==> config.mk <==
export PLATFORM = sky130hd
export DESIGN_NAME = con_ff_logic
export DESIGN_NICKNAME = d
export VERILOG_FILES = /design/src/rtl/con_ff_logic_pkg.sv /design/src/rtl/con_ff_logic_decoder_2to4.sv /design/src/rtl/con_ff_logic.sv
export SDC_FILE = /design/constraint.sdc
export NUM_CORES = 1
export LEC_CHECK = 0
export CORE_ASPECT_RATIO = 0.75
export CORE_MARGIN = 2
export CORE_UTILIZATION = 17
export DETAILED_ROUTE_END_ITERATION = 7
export GPL_ROUTABILITY_DRIVEN = 1
export PLACE_DENSITY_LB_ADDON = 0.1
export SKIP_LAST_GASP = 1
export SYNTH_ARGS = -nofsm -noshare
export SYNTH_HDL_FRONTEND = slang
export SYNTH_HIERARCHICAL = 1
export SYNTH_SLANG_ARGS = --single-unit
export TNS_END_PERCENT = 10
==> constraint.sdc <==
create_clock -name clk -period 1.1 [get_ports clk]
set_input_delay 0.165 -clock clk [delete_from_list [all_inputs] [get_ports clk]]
set_output_delay 0.165 -clock clk [all_outputs]
set_load 0.05 [all_outputs]
==> src/rtl/con_ff_logic_pkg.sv <==
// Shared constants for the CON flip-flop block: C2 condition encodings and
// the position of the C2 field inside the instruction register.
package con_ff_logic_pkg;

  localparam logic [1:0] C2_BRZR = 2'b00;
  localparam logic [1:0] C2_BRNZ = 2'b01;
  localparam logic [1:0] C2_BRPL = 2'b10;
  localparam logic [1:0] C2_BRMI = 2'b11;

  localparam int C2_MSB = 20;
  localparam int C2_LSB = 19;

endpackage : con_ff_logic_pkg

==> src/rtl/con_ff_logic_decoder_2to4.sv <==
// 2-to-4 one-hot decoder used to select which branch test applies.
module decoder_2to4 (
  input  logic [1:0] sel,
  output logic [3:0] dec
);

  always_comb begin
    dec      = 4'b0000;
    dec[sel] = 1'b1;
  end

endmodule : decoder_2to4

==> src/rtl/con_ff_logic.sv <==
// CON flip-flop: evaluates the IR C2 branch condition against the bus and
// registers the result; the control unit sees it zero-extended to 32 bits.
module con_ff_logic
  import con_ff_logic_pkg::*;
(
  input  logic        clk,
  input  logic        clear,
  input  logic        enable,
  input  logic [31:0] IRIn,
  input  logic [31:0] BusMuxIn,
  output logic [31:0] ControlUnitOut
);

  logic [1:0] c2;
  logic [3:0] c2_dec;
  logic       bus_zero;
  logic       cond;
  logic       con;
  logic       unused_ir;

  assign c2 = IRIn[C2_MSB:C2_LSB];

  // Only the C2 field matters; fold the rest so it is visibly consumed.
  assign unused_ir = ^{IRIn[31:C2_MSB+1], IRIn[C2_LSB-1:0]};

  decoder_2to4 u_decoder_2to4 (
    .sel (c2),
    .dec (c2_dec)
  );

  assign bus_zero = ~|BusMuxIn;

  assign cond = (c2_dec[C2_BRZR] &  bus_zero)
              | (c2_dec[C2_BRNZ] & ~bus_zero)
              | (c2_dec[C2_BRPL] & ~BusMuxIn[31])
              | (c2_dec[C2_BRMI] &  BusMuxIn[31]);

  always_ff @(posedge clk) begin
    if (!clear) begin
      con <= 1'b0;
    end else if (enable) begin
      con <= cond;
    end
  end

  assign ControlUnitOut = {31'b0, con};

endmodule : con_ff_logic

==> results of run 1 <==
==> layout make-up <==
cell class / count / area share [%]
Tap cell: 34 / 5.763
Timing Repair Buffer: 42 / 43.22
Inverter: 1 / 0.5085
Sequential cell: 1 / 2.712
Multi-Input combinational cell: 51 / 47.80
==> layer usage <==
metal	vias up	share of wire [%]
li1	208	-
met1	201	33
met2	31	52
met3	0	14
met4	0	0
met5	-	0
==> what timing repair did <==
item / CTS / global route
buffers inserted: 0 / 1
pin swaps: 12 / 6
setup endpoints to repair: 1 / 1
gates resized for setup: 116 / 11
==> cells by family after synthesis <==
family | synth area share (%)
other cells | 0.8867
flops | 4.734
simple gates | 31.07
compound gates | 3.254
mux | 2.367
buf+inv | 57.69
==> worst min path at each step <==
stage / slack [ns] / depth (start not counted) / from / end
floorplan: 0.31 / 2 / clear / con$_SDFFE_PN0P_
global placement: 0.58 / 2 / con$_SDFFE_PN0P_ / con$_SDFFE_PN0P_
global route: 0.65 / 1 / con$_SDFFE_PN0P_ / ControlUnitOut[0]
finish: 0.63 / 2 / con$_SDFFE_PN0P_ / con$_SDFFE_PN0P_
CTS: 0.64 / 1 / con$_SDFFE_PN0P_ / ControlUnitOut[0]
detailed placement: 0.59 / 2 / con$_SDFFE_PN0P_ / con$_SDFFE_PN0P_
==> layout by cell type (no fill, tap or decap), types with 2 or more instances in the layout <==
master / count
nand4_1: 2
nor4_4: 5
conb_1: 31
clkdlybuf4s15_1: 6
buf_2: 20
clkdlybuf4s50_1: 2
buf_4: 5
nor4_2: 3
buf_6: 6
==> power by group <==
part | switching (uW) | internal, uW
clock network | 0 | 0
logic | 298 | 112
registers | 2.86 | 39.8
==> per-stage QoR <==
step / hold WS (ns) / total power, uW
finish: 0.6282 / 452.8
global route: 0.6473 / 473.5
CTS: 0.6364 / 435.7
detailed placement: 0.5914 / 465.0
global placement: 0.5843 / 464.2
floorplan: 0.3129 / 391.6
==> tightest hold or removal path, delay by kind of cell (launching register included) <==
family          cells  cell delay [ns]
simple gates        1             0.05
flops               1             0.31
compound gates      1             0.20
==> metrics, run 1 <==
outcome finished with violations; failing checks setup timing; Multi-input gate area 352.8 um^2; Netlist Area Pre-Place 422.9 um^2; IO buf count 37; synth unique cells 16; WL final 1180 um; crit path launch type input pin; core area 2327 um^2; pwr dens 613.3 nW/um^2; reg2reg path depth 2; total track usage 6.571%; fmax 0.7928 GHz; Largest Register con; Leak Pwr 0.0003466 uW; share of cells above drive strength 1 48.42%; crit path from BusMuxIn[10]; Post-synth EDFFs 0; leading area contributor after synthesis buf_4; Primary FF master, synth dfxtp_1; internal reg-to-reg setup slack 0.36 ns; # DRC 0; Buf/Inv on CP 1; Die Y 47.20 um; cell depth of the worst setup path 5; max FFs per register 1; setup_tns -0.1613 ns; Worst setup endpoint con$_SDFFE_PN0P_; die area 2907 um^2; biggest regs con (1); number of global-route vias before repair 365; most used cell, CP nor4_4; ys async rst share 0%; FF-to-FF End con$_SDFFE_PN0P_; DRT iter0 DRCs 1; post-layout util 31.72%; Slew Limit Fails 0; CP Capture Type flop; gp weighted congestion 0.6520; met3 usage 0.2755%; critical-path cell list buf_2 -> nor4_4 -> nand4_1 -> nor4_4 -> nor3b_2; critical path's largest stage delay 0.31 ns; sequential area share after synthesis 4.734%; Layout area overhead 74.56%; Worst Path Required 0.98 ns; Inserted Diodes 0; grt total ovfl 0; GRT met1 Usage 6.924%; first-pass GRT wire length 1449 um; worst setup margin -0.1613 ns; Critical R2R Launch con$_SDFFE_PN0P_; Clock Skews 0 ns; 1st-pass router iterations 2; GR peak layer met2; critical path arrival 1.14 ns; synth top area cells buf_4, nor4_2, nor4_1; Seq cells post-synth 1; Hold Crit Class flop to flop; Placed Area 748.2 um^2; Setup CP Type input pin to flop; fin crit share 114.7%; Die X 61.59 um; number of nets in the layout 164; FILL cells 277; Seq. cell area 20.02 um^2; Synth Instances 55; Final Cell Area 738.2 um^2; clk slew on worst S/H paths 0 ns; Routed WL per cell 9.147 um; CP max-delay cell nor4_4; dpl cells 128; Initial Util 18.17%; synth warn 6; num rows 15; largest net degree at the start of global routing 4; Finished Layout Cells 129; worst-path maximum fanout 2; initial antenna violation count 0; Vias 440; I/O pins 99; Place WS -0.4963 ns; most frequent cells after synthesis buf_4, nor4_1, nor4_2, nand4_1; syn avg cell area 7.689 um^2; via-per-instance ratio 3.411; fin crit period 1.261 ns; CP delay by family, top simple AND/OR/NAND/NOR gates; Yosys top cell area share 56.80%; Final setup viols 1; Worst VDD drop 0.2697 mV; DP HPWL 967.8 um; worst skew pair latency 0 ns; grt met2 use 14.95%; hold buffer count at CTS 0; Max Cap Viol 0; count leader, synth buf_4; RSZ-0062 raised after global routing yes; endpoints failing hold 0; Final ANT Viol Nets 0
Note: power is estimated with default switching activity, not from simulation.
==> inputs of run 2 (changes only) <==
--- a/config.mk
+++ b/config.mk
@@ -6,7 +6,6 @@
 export NUM_CORES = 1
 export LEC_CHECK = 0
 export CORE_ASPECT_RATIO = 0.75
-export CORE_MARGIN = 2
 export CORE_UTILIZATION = 17
 export DETAILED_ROUTE_END_ITERATION = 7
 export GPL_ROUTABILITY_DRIVEN = 1
==> run 2 against run 1 <==
Against the previous run: the flow still finishes with violations (setup timing); combinational power is essentially flat; wire length shrank 3.5%; setup slack gained 0.056 ns; power shrank 0.51%; cell count shrank 0.78%; die area shrank 7.3%; worst hold slack lost 0.0021 ns; sequential cell count is the same; largest cell class unchanged.
==> metrics, run 2 (synthesis gave the netlist of run 1 again) <==
IO buf count 37 (unchanged); Final ANT Viol Nets 0 (unchanged); Leak Pwr 0.0003422 uW (-1.3%); clk slew on worst S/H paths 0 ns (unchanged); Die Y 45.20 um (-4.2%); worst-path maximum fanout 3 (+1); 1st-pass router iterations 3 (+1); first-pass GRT wire length 1538 um (+6.1%); outcome finished with violations; DP HPWL 945.6 um (-2.3%); Clock Skews 0 ns (unchanged); hold buffer count at CTS 0 (unchanged); Initial Util 18.17% (unchanged); reg2reg path depth 2 (unchanged); Max Cap Viol 0 (unchanged); overall power 450.5 uW (-0.51%); Finished Layout Cells 128 (-0.78%); core area 2327 um^2 (unchanged); # DRC 0 (unchanged); Worst VDD drop 0.2707 mV (+0.38%); number of global-route vias before repair 388 (+6.3%); I/O pins 99 (unchanged); grt total ovfl 0 (unchanged); max FFs per register 1 (unchanged); Vias 427 (-3.0%); WL final 1139 um (-3.5%); number of nets in the layout 163 (-0.61%); dpl cells 128 (unchanged); total track usage 7.295% (+0.72 points); fin crit period 1.205 ns (-0.05646 ns); pwr dens 614.4 nW/um^2 (+0.17%); Layout area overhead 73.37%; worst skew pair latency 0 ns (unchanged); most common cell after layout, fill and taps aside conb_1; largest net degree at the start of global routing 4 (unchanged); worst setup margin -0.1049 ns (+0.05646 ns); crit path launch type input pin; RSZ-0062 raised after global routing yes; Inserted Diodes 0 (unchanged); share of cells above drive strength 1 42.55% (-5.9 points); gp weighted congestion 0.6723 (+3.1%); die area 2693 um^2 (-7.3%); Die X 59.59 um (-3.2%); Final setup viols 1 (unchanged); CP Capture Type flop; initial antenna violation count 0 (unchanged); post-layout util 31.51% (-0.21 points); Routed WL per cell 8.898 um (-2.7%); Worst Path Required 0.97 ns (about the same); via-per-instance ratio 3.336 (-2.2%); WHS 0.6262 ns (-0.002055 ns); Place WS -0.4792 ns (+0.01710 ns); DRT iter0 DRCs 3 (+2); num rows 15 (unchanged); FILL cells 260 (-6.1%); Hold Crit Class flop to output pin; biggest regs con (1); fmax 0.8300 GHz (+4.7%); Hold Path Stages 1 (-1); fin crit share 109.5% (-5.1 points); endpoints failing hold 0 (unchanged); critical path arrival 1.08 ns (-0.06 ns); failing checks setup timing; Setup CP Type input pin to flop; Largest Register con; most frequent cells in the layout conb_1, buf_2, clkdlybuf4s15_1; Slew Limit Fails 0 (unchanged)
run 2: cell types whose count changed in the layout (fill, tap and decap cells not counted), sizes merged:
cell,change
clkbuf,+5
clkdlybuf4s15,+3
buf,-10
dlygate4sd2,+1
run 2: routing by layer:
metal / global-route usage (%) / vias to the layer above / routed length (um)
met1: 7.666 / 189 / 377
met2: 15.73 / 31 / 607
met4: 0 / 0 / 0
met5: 0 / - / 0
met3: 1.433 / 0 / 155
li1: - / 207 / -
run 2: final timing paths:
kind                         start  slack [ns]           endpoint
hold reg to reg   con$_SDFFE_PN0P_        0.63   con$_SDFFE_PN0P_
setup reg to reg  con$_SDFFE_PN0P_        0.37   con$_SDFFE_PN0P_
hold / removal    con$_SDFFE_PN0P_        0.63  ControlUnitOut[0]
setup / recovery          IRIn[19]       -0.10   con$_SDFFE_PN0P_
run 2: what timing repair did:
action                                  in CTS  in global routing
buffers inserted                             0                  0
resized for setup                          104                 17
endpoints found under the setup margin       1                  1
pin swaps                                   14                 12
run 2: layout make-up:
class,instances,area (um^2),area share [%]
Multi-Input combinational cell,51,342.8,46.76
Timing Repair Buffer,41,324.1,44.20
Tap cell,34,42.54,5.802
Sequential cell,1,20.02,2.730
Inverter,1,3.754,0.5119
run 2: power by group:
part | internal (uW) | switching [uW] | total [uW] | leakage (uW)
clock network | 0 | 0 | 0 | 0
logic | 111 | 297 | 408 | 0.000334
registers | 39.8 | 2.58 | 42.4 | 0.00000831
total | 151 | 300 | 450 | 0.000342
run 2: through the flow:
stage | area (um^2) | TNS, ns
finish | 733.2 | -0.1049
global route | 733.2 | -0.2014
CTS | 755.7 | -0.1634
detailed placement | 748.2 | -0.4792
global placement | 748.2 | -0.4450
floorplan | 535.5 | 0
run 2: critical path, stage by stage:
cell	delay, ns
buf_2	0.11
and2_2	0.18
mux2i_1	0.18
nand2_1	0.09
nor4_2	0.28
nor3b_2	0.08
